<file path="config.mk">
export PLATFORM = sky130hd
export DESIGN_NAME = clock_divider
export DESIGN_NICKNAME = d
export VERILOG_FILES = /design/src/rtl/clock_divider_pkg.sv /design/src/rtl/clock_channel.sv /design/src/rtl/clock_divider.sv
export SDC_FILE = /design/constraint.sdc
export NUM_CORES = 1
export LEC_CHECK = 0
export CAP_MARGIN = 20
export CORE_ASPECT_RATIO = 1.1
export CORE_MARGIN = 8
export CORE_UTILIZATION = 40
export CTS_CLUSTER_DIAMETER = 100
export CTS_CLUSTER_SIZE = 16
export DETAILED_ROUTE_END_ITERATION = 6
export SYNTH_ARGS = -nofsm -noshare
export SYNTH_HDL_FRONTEND = slang
export SYNTH_HIERARCHICAL = 1
export SYNTH_SLANG_ARGS = --single-unit
</file>
<file path="constraint.sdc">
create_clock -name clock -period 5.5 [get_ports clock]
set_input_delay 0.825 -clock clock [delete_from_list [all_inputs] [get_ports clock]]
set_output_delay 0.825 -clock clock [all_outputs]
set_load 0.03 [all_outputs]
</file>
<file path="src/rtl/clock_divider_pkg.sv">
// Shared constants and helpers for the multi-channel clock-enable generator.
package clock_pkg;

  localparam int DEF_DIV = 8;
  localparam int MIN_DIV = 2;

  // Width of a channel-select field; a single channel still gets one bit.
  function automatic int ld_width(input int n);
    return (n > 1) ? $clog2(n) : 1;
  endfunction

  // Number of high cycles in one divided-clock period.
  function automatic logic [31:0] half(input logic [31:0] div);
    return div >> 1;
  endfunction

endpackage

</file>
<file path="src/rtl/clock_channel.sv">
// One divider slice: period counter, active/shadow divisor pair and registered decode.
module clock_channel
  import clock_pkg::*;
#(
  parameter int CNT_W   = 8,
  parameter int DEF_DIV = clock_pkg::DEF_DIV
) (
  input  logic             clk_i,
  input  logic             rst_ni,
  input  logic             en_i,
  input  logic             sync_i,
  input  logic             load_i,
  input  logic [CNT_W-1:0] ld_div_i,
  output logic             clk_out_o,
  output logic             tick_o,
  output logic             pend_o
);

  logic [CNT_W-1:0] cnt_q, cnt_d;
  logic [CNT_W-1:0] div_act_q, div_act_d;
  logic [CNT_W-1:0] div_shd_q, div_shd_d;
  logic             pend_q, pend_d;
  logic             clk_q, clk_d;
  logic             tick_q, tick_d;
  logic             run;
  logic             wrap;
  logic [CNT_W-1:0] half_div;

  // Divisors below MIN_DIV park the channel exactly as a deasserted enable would.
  assign run      = en_i && (div_act_q >= CNT_W'(MIN_DIV));
  assign wrap     = (cnt_q == (div_act_q - CNT_W'(1)));
  assign half_div = CNT_W'(half(32'(div_act_q)));

  always_comb begin
    cnt_d     = cnt_q;
    div_act_d = div_act_q;
    div_shd_d = div_shd_q;
    pend_d    = pend_q;
    tick_d    = run && (cnt_q == '0);
    clk_d     = run && (cnt_q < half_div);

    if (!run) begin
      cnt_d = '0;
      if (load_i) begin
        div_act_d = ld_div_i;
        pend_d    = 1'b0;
      end
    end else if (wrap || sync_i) begin
      // Period boundary: a same-cycle load beats an older shadowed value.
      cnt_d = '0;
      if (load_i) begin
        div_act_d = ld_div_i;
      end else if (pend_q) begin
        div_act_d = div_shd_q;
      end
      pend_d = 1'b0;
    end else begin
      cnt_d = cnt_q + CNT_W'(1);
      if (load_i) begin
        div_shd_d = ld_div_i;
        pend_d    = 1'b1;
      end
    end
  end

  always_ff @(posedge clk_i) begin
    if (!rst_ni) begin
      cnt_q     <= '0;
      div_act_q <= CNT_W'(DEF_DIV);
      div_shd_q <= CNT_W'(DEF_DIV);
      pend_q    <= 1'b0;
      clk_q     <= 1'b0;
      tick_q    <= 1'b0;
    end else begin
      cnt_q     <= cnt_d;
      div_act_q <= div_act_d;
      div_shd_q <= div_shd_d;
      pend_q    <= pend_d;
      clk_q     <= clk_d;
      tick_q    <= tick_d;
    end
  end

  assign clk_out_o = clk_q;
  assign tick_o    = tick_q;
  assign pend_o    = pend_q;

endmodule

</file>
<file path="src/rtl/clock_divider.sv">
// Multi-channel clock-enable generator: decodes divisor writes and fans out sync to N_CH slices.
module clock_divider
  import clock_pkg::*;
#(
  parameter int N_CH    = 4,
  parameter int CNT_W   = 8,
  parameter int DEF_DIV = clock_pkg::DEF_DIV
) (
  input  logic                      clock,
  input  logic                      reset_,
  input  logic [N_CH-1:0]           en,
  input  logic                      sync,
  input  logic                      load,
  input  logic [ld_width(N_CH)-1:0] ld_ch,
  input  logic [CNT_W-1:0]          ld_div,
  output logic [N_CH-1:0]           clk_out,
  output logic [N_CH-1:0]           tick,
  output logic [N_CH-1:0]           pend
);

  logic [N_CH-1:0] ld_hit;

  // An out-of-range ld_ch matches no slice, so the write is dropped.
  always_comb begin
    ld_hit = '0;
    for (int i = 0; i < N_CH; i++) begin
      ld_hit[i] = load && (int'(ld_ch) == i);
    end
  end

  for (genvar g = 0; g < N_CH; g++) begin : g_ch
    clock_channel #(
      .CNT_W   (CNT_W),
      .DEF_DIV (DEF_DIV)
    ) u_ch (
      .clk_i     (clock),
      .rst_ni    (reset_),
      .en_i      (en[g]),
      .sync_i    (sync),
      .load_i    (ld_hit[g]),
      .ld_div_i  (ld_div),
      .clk_out_o (clk_out[g]),
      .tick_o    (tick[g]),
      .pend_o    (pend[g])
    );
  end

endmodule

</file>
Word-level counts from Yosys, hierarchy flattened

Cells that the tools add are included.

Flip-flop bits (word level): 108
Output and inout bits: 12
Bits of input ports: 18
Word-level logic and storage cells: 149

Bitwise gates (word level): 9
Mux-type cells: 36
Equality and inequality tests: 11
$lt $le $gt $ge: 8
Reduce and logical (&&, ||, !) cells: 53
Add/subtract/negate cells: 8

Operators by type and width:

| kind                  | count |
|---|---|
| $mux W8               | 20 |
| $add A8 B1 Y8 const B | 4 |
| $eq A8 B8 Y1          | 4 |
| $ge A8 B2 Y1 const B  | 4 |
| $logic_not A8 Y1      | 4 |
| $lt A8 B7 Y1          | 4 |
| $sub A8 B1 Y8 const B | 4 |
| $reduce_and A3 Y1     | 8 |
| $reduce_bool A2 Y1    | 12 |
| $logic_and A1 B1 Y1   | 16 |
| $mux W1               | 16 |
| $reduce_or A3 Y1      | 4 |
| $not A1 Y1            | 9 |
| $ne A2 B2 Y1 const B  | 4 |
| $reduce_and A2 Y1     | 4 |
| $eq A2 B2 Y1 const B  | 2 |
| $logic_or A1 B1 Y1    | 4 |
| $eq A2 B1 Y1 const B  | 1 |
| $logic_not A2 Y1      | 1 |

Logic depth before layout (Yosys ltp)

Word-level depth: 5
Mapped depth: 9
Depth with buffers taken out: 8

By module

The synthesis kept the hierarchy.

Modules (own cells, without submodules):

| module        | cells an instance | seq. area each (um^2) | area each (um^2) | instances |
|---|---|---|---|---|
| clock_channel | 183               | 540.5                 | 1667.8           | 4 |
| clock_divider | 4                 | 0.0                   | 37.5             | 1 |

Least setup slack after synthesis

Ideal clock, no wire load.

Kind: register -> register
From: reg g_ch[0].u_ch.div_act_q[0]
To: reg g_ch[0].u_ch.div_act_q[0]
Path slack: 3.291 ns
Arrival time: 2.088 ns
Buffers on the path: 0
Cell stages (with the launch flop): 9
Cells stage by stage: dfxtp_1 > inv_1 > ha_1 > o21ba_1 > a221oi_1 > o22a_1 > a41o_4 > o21ai_4 > o311a_1

Cells in the longest elaborated chain, start to end: 5

Ends and longest elaborated chain:

| what                        | RTL line            | text |
|---|---|---|
| start, declared             | clock_channel.sv:20 | `logic [CNT_W-1:0] div_act_q, div_act_d;` |
| start signal, assigned      | clock_channel.sv:69 | `div_act_q <= CNT_W'(DEF_DIV);` |
| start signal, assigned      | clock_channel.sv:76 | `div_act_q <= div_act_d;` |
| $sub A8 B1 Y8               | clock_channel.sv:31 | `assign wrap = (cnt_q == (div_act_q - CNT_W'(1)));` |
| $eq A8 B8 Y1                | clock_channel.sv:31 |  |
| $logic_or A1 B1 Y1          | clock_channel.sv:48 | `end else if (wrap \|\| sync_i) begin` |
| $ne A2 B2 Y1 (no line)      | n/a                 |  |
| $reduce_and A3 Y1 (no line) | n/a                 |  |

Several ways; a longest one is shown, not always the timed one.
A chain may end at the register's enable or synchronous reset.

Final worst setup path

From: reg g_ch[2].u_ch.div_act_q[0]
To: reg g_ch[2].u_ch.div_act_q[2]

Cells in the longest elaborated chain, start to end: 5

Ends and longest elaborated chain:

| what                        | RTL line |
|---|---|
| start, declared             | clock_channel.sv:20 |
| start signal, assigned      | clock_channel.sv:69 |
| start signal, assigned      | clock_channel.sv:76 |
| $sub A8 B1 Y8               | clock_channel.sv:31 |
| $eq A8 B8 Y1                | clock_channel.sv:31 |
| $logic_or A1 B1 Y1          | clock_channel.sv:48 |
| $ne A2 B2 Y1 (no line)      | n/a |
| $reduce_and A3 Y1 (no line) | n/a |

Several ways; a longest one is shown, not always the timed one.

==> parameters.txt <==
Parameter                              Value

STA
  Period Utilization, post-route    ~46%
  Largest clock skew in the final design    between 0.01 and 0.015 ns
  Setup repair after global routing missed its margin    no
  Clock period minus final worst setup slack    2.54 ns
  Final Max Slew Viols    0
  Setup_tns    0 ns
  Fmax    about 390 MHz
  Slew Limit Headroom    between 50% and 60%
  Post-Route Hold Slack    between 0.4 and 0.5 ns
  Slew at the pin with the worst max-slew slack    0.616 ns
  Endpoints failing setup    0
  Number of endpoints with negative hold slack in the final report    0

Routing
  Final routed wire length divided by cell count    between 15 and 20 um
  Final antenna-violating net count    0
  Final routed DRC violation total    0
  Detailed-route vias per instance    ~5.5
  Iteration count of the initial detailed-routing pass    5
  Wirelength, routed    15300 um
  Overall via count from detail_route    ~5300
  Drt first-iter violations    about 300

Critical path
  Worst setup SP type    flip-flop
  Critical path type    reg -> reg
  Delay of the slowest cell on the worst path    0.43 ns
  Data required, critical path    5.76 ns
  Kind of cell with the highest combined delay on the critical path    compound AO/OA/AOI/OAI gates
  Maximum net fanout on the critical path    8
  Number of buffer and inverter instances along the worst setup path    1
  Ordered list of cells on the worst path    inv_1, ha_1, o21ba_1, a221oi_1, o22a_1, a41o_4, o21ai_4, o311a_1
  WP data arrival    between 2 and 3 ns
  Endpoint class of the critical path    flip-flop
  Max stage delay cell, worst path    sky130_fd_sc_hd__dfxtp_1

Synthesis
  Number of instances in the synthesized netlist    around 740
  Number of warning messages in the yosys log    6
  Cell Area, Synth    roughly 0.0067 sq mm
  Number of synthesized register bits    approximately 110
  Prevailing post-synth register cell    sky130_fd_sc_hd__dfxtp_1
  Number of synthesized flops with an enable pin    0
  Post-synthesis async set-or-reset flop share    0%
  Library cells used by synthesis    47
  Sequential element share of the synthesized area    32.2%
  Post-Synthesis Net Count    approximately 790
  Avg Inst Size Synth    approximately 9.1 sq um

CTS
  CTS Buf Count    9
  TritonCTS clock tree    done
  Later-pin clock latency in the skew report    0.36 ns
  CTS H-tree lvls    3
  PostCTS Resize Cnt    0
  Hold buffers post-CTS    0
  Clk slew on worst S/H paths    0.08 ns
  Master cell of the clock root buffer    sky130_fd_sc_hd__clkbuf_16
  Clk sink count    between 100 and 150
  Setup bufs post-CTS    0
  Maximum buffer depth of the clock tree    2

Layout
  Most used cells in the layout excluding fill and tap cells    108 x sky130_fd_sc_hd__dfxtp_1, 100 x sky130_fd_sc_hd__nand2_1, 52 x sky130_fd_sc_hd__mux2i_1
  Number of nets in the finished design    slightly above 800
  Leading cell type in the layout, fill and taps excluded    sky130_fd_sc_hd__dfxtp_1
  Fill count    1542
  Cell Count, Final, Fillers Out    between 900 and 1000
  Area growth from synthesis to layout    10.7%
  Fraction of layout cells with a size suffix above 1    a little under a tenth
  Antenna diode instance count    0
  Finished layout cell area    0.00743 sq mm

Pwr
  Power density over cell area    roughly 240 mW/mm^2
  Post-layout total power    1.78 mW
  VDD IR max    between 150 and 200 uV
  Cell leakage power    about 3.0 nW

Global routing
  Initial antenna violation count    0
  Global-route wire length before repair    around 26000 um
  Congestion Overflow GR    0
  Maximum number of pins on one net before global-route repair    between 50 and 60
  Total Routing Usage GR    roughly 15%
  Number of global-route vias before repair    between 5000 and 6000

Floorplan
  Die footprint    approximately 0.021 sq mm
  Starting utilization of the core area    roughly 41%
  Number of rows created at floorplan    a little under 50
  Area of the core    approximately 0.016 sq mm
  I/O pin total    30
  Die H    152 um
  Die Span X    139 um

Job
  Max_cap viols    0

Worst hold path
  Hold/Removal Path Class    reg -> reg

Outcome
  Result of the run    complete, no violations

Place
  HPWL after detailed placement    around 11000 um
  Area of placed instances    ~0.0071 sq mm
  Number of buffers inserted by port buffering    29
  Number of cells in the design after placement    about 950
  Placer's final routability congestion estimate    ~0.92
[Yosys cell counts, types with 16 or more instances]
library cell,count,area (sq um)
sky130_fd_sc_hd__dfxtp_1,108,2160
sky130_fd_sc_hd__o211ai_1,16,120
sky130_fd_sc_hd__xor2_1,28,245
sky130_fd_sc_hd__mux2i_1,52,521
sky130_fd_sc_hd__ha_1,40,500
sky130_fd_sc_hd__nand2_1,100,375
sky130_fd_sc_hd__inv_1,48,180
sky130_fd_sc_hd__and3_1,20,125
sky130_fd_sc_hd__nor3_1,20,100
sky130_fd_sc_hd__nor2_1,36,135
sky130_fd_sc_hd__mux2_2,16,180
sky130_fd_sc_hd__xnor2_1,40,350
sky130_fd_sc_hd__a21o_1,16,120
sky130_fd_sc_hd__nand3_1,28,140
[where the power goes]
group,switching (mW),internal [mW]
sequential,0.0240,0.801
clock,0.330,0.366
combinational,0.148,0.114
total,0.502,1.28
[kinds of logic after synthesis]
group / count (synthesis) / synth area share, %
adders and majority gates: 40 / 7.46
and+or+nand+nor: 276 / 21.5
AOI/OAI and AO/OA: 108 / 14.5
muxes: 68 / 10.4
DFF: 108 / 32.2
xor gates and xnor gates: 68 / 8.88
buffers and inverters: 68 / 4.92
[tightest hold or removal path, stage by stage, from the launching register on]
cell                      delay, ns
sky130_fd_sc_hd__dfxtp_1       0.31
sky130_fd_sc_hd__nand2_1       0.05
sky130_fd_sc_hd__mux2i_1       0.05
[worst paths after layout]
check                                                               to  depth (start not counted)  slack, ns                              startpoint
worst max-delay path            g_ch[2].u_ch/div_act_q[2]$_SDFFE_PN0P_                          8       2.96  g_ch[2].u_ch/div_act_q[0]$_SDFFE_PN0P_
worst min-delay path            g_ch[2].u_ch/div_shd_q[1]$_SDFFE_PN0P_                          2       0.46  g_ch[2].u_ch/div_shd_q[1]$_SDFFE_PN0P_
worst max register to register  g_ch[2].u_ch/div_act_q[2]$_SDFFE_PN0P_                          8       2.96  g_ch[2].u_ch/div_act_q[0]$_SDFFE_PN0P_
worst min register to register  g_ch[2].u_ch/div_shd_q[1]$_SDFFE_PN0P_                          2       0.46  g_ch[2].u_ch/div_shd_q[1]$_SDFFE_PN0P_
[layer usage]
| layer | global-route usage, % | vias to the layer above | part of all wire (%) |
|---|---|---|---|
| li1 | - | 2641 | - |
| met1 | 18.8 | 2546 | 47 |
| met2 | 24.2 | 79 | 48 |
| met3 | 2.32 | 21 | 2.9 |
| met4 | 6.86 | 0 | 2.2 |
| met5 | 0 | - | 0 |
[sequential cells by signal, indices dropped and copies added, names as in the netlist]
register / flops
g_ch.u_ch/clk_out_o: 4
g_ch.u_ch/cnt_q: 32
g_ch.u_ch/div_act_q: 32
g_ch.u_ch/div_shd_q: 32
g_ch.u_ch/pend_o: 4
g_ch.u_ch/tick_o: 4
[per-stage QoR]
stage | worst slack (ns) | util [%]
finish | 2.96 | 45.4
global route | 2.82 | 45.4
CTS | 3.00 | 45.4
detailed placement | 2.70 | 43.5
global placement | 2.81 | 43.5
floorplan | 3.29 | -
[layout make-up]
class,count,area [sq um],area share [%]
tap,204,255,3.44
timing repair buffer,31,303,4.08
inverter,48,180,2.43
multi-input combinational,560,4220,56.8
sequential,108,2160,29.1
clock buffer,9,225,3.03
clock inverter,7,87.6,1.18
(Power assumes the default switching activity.)
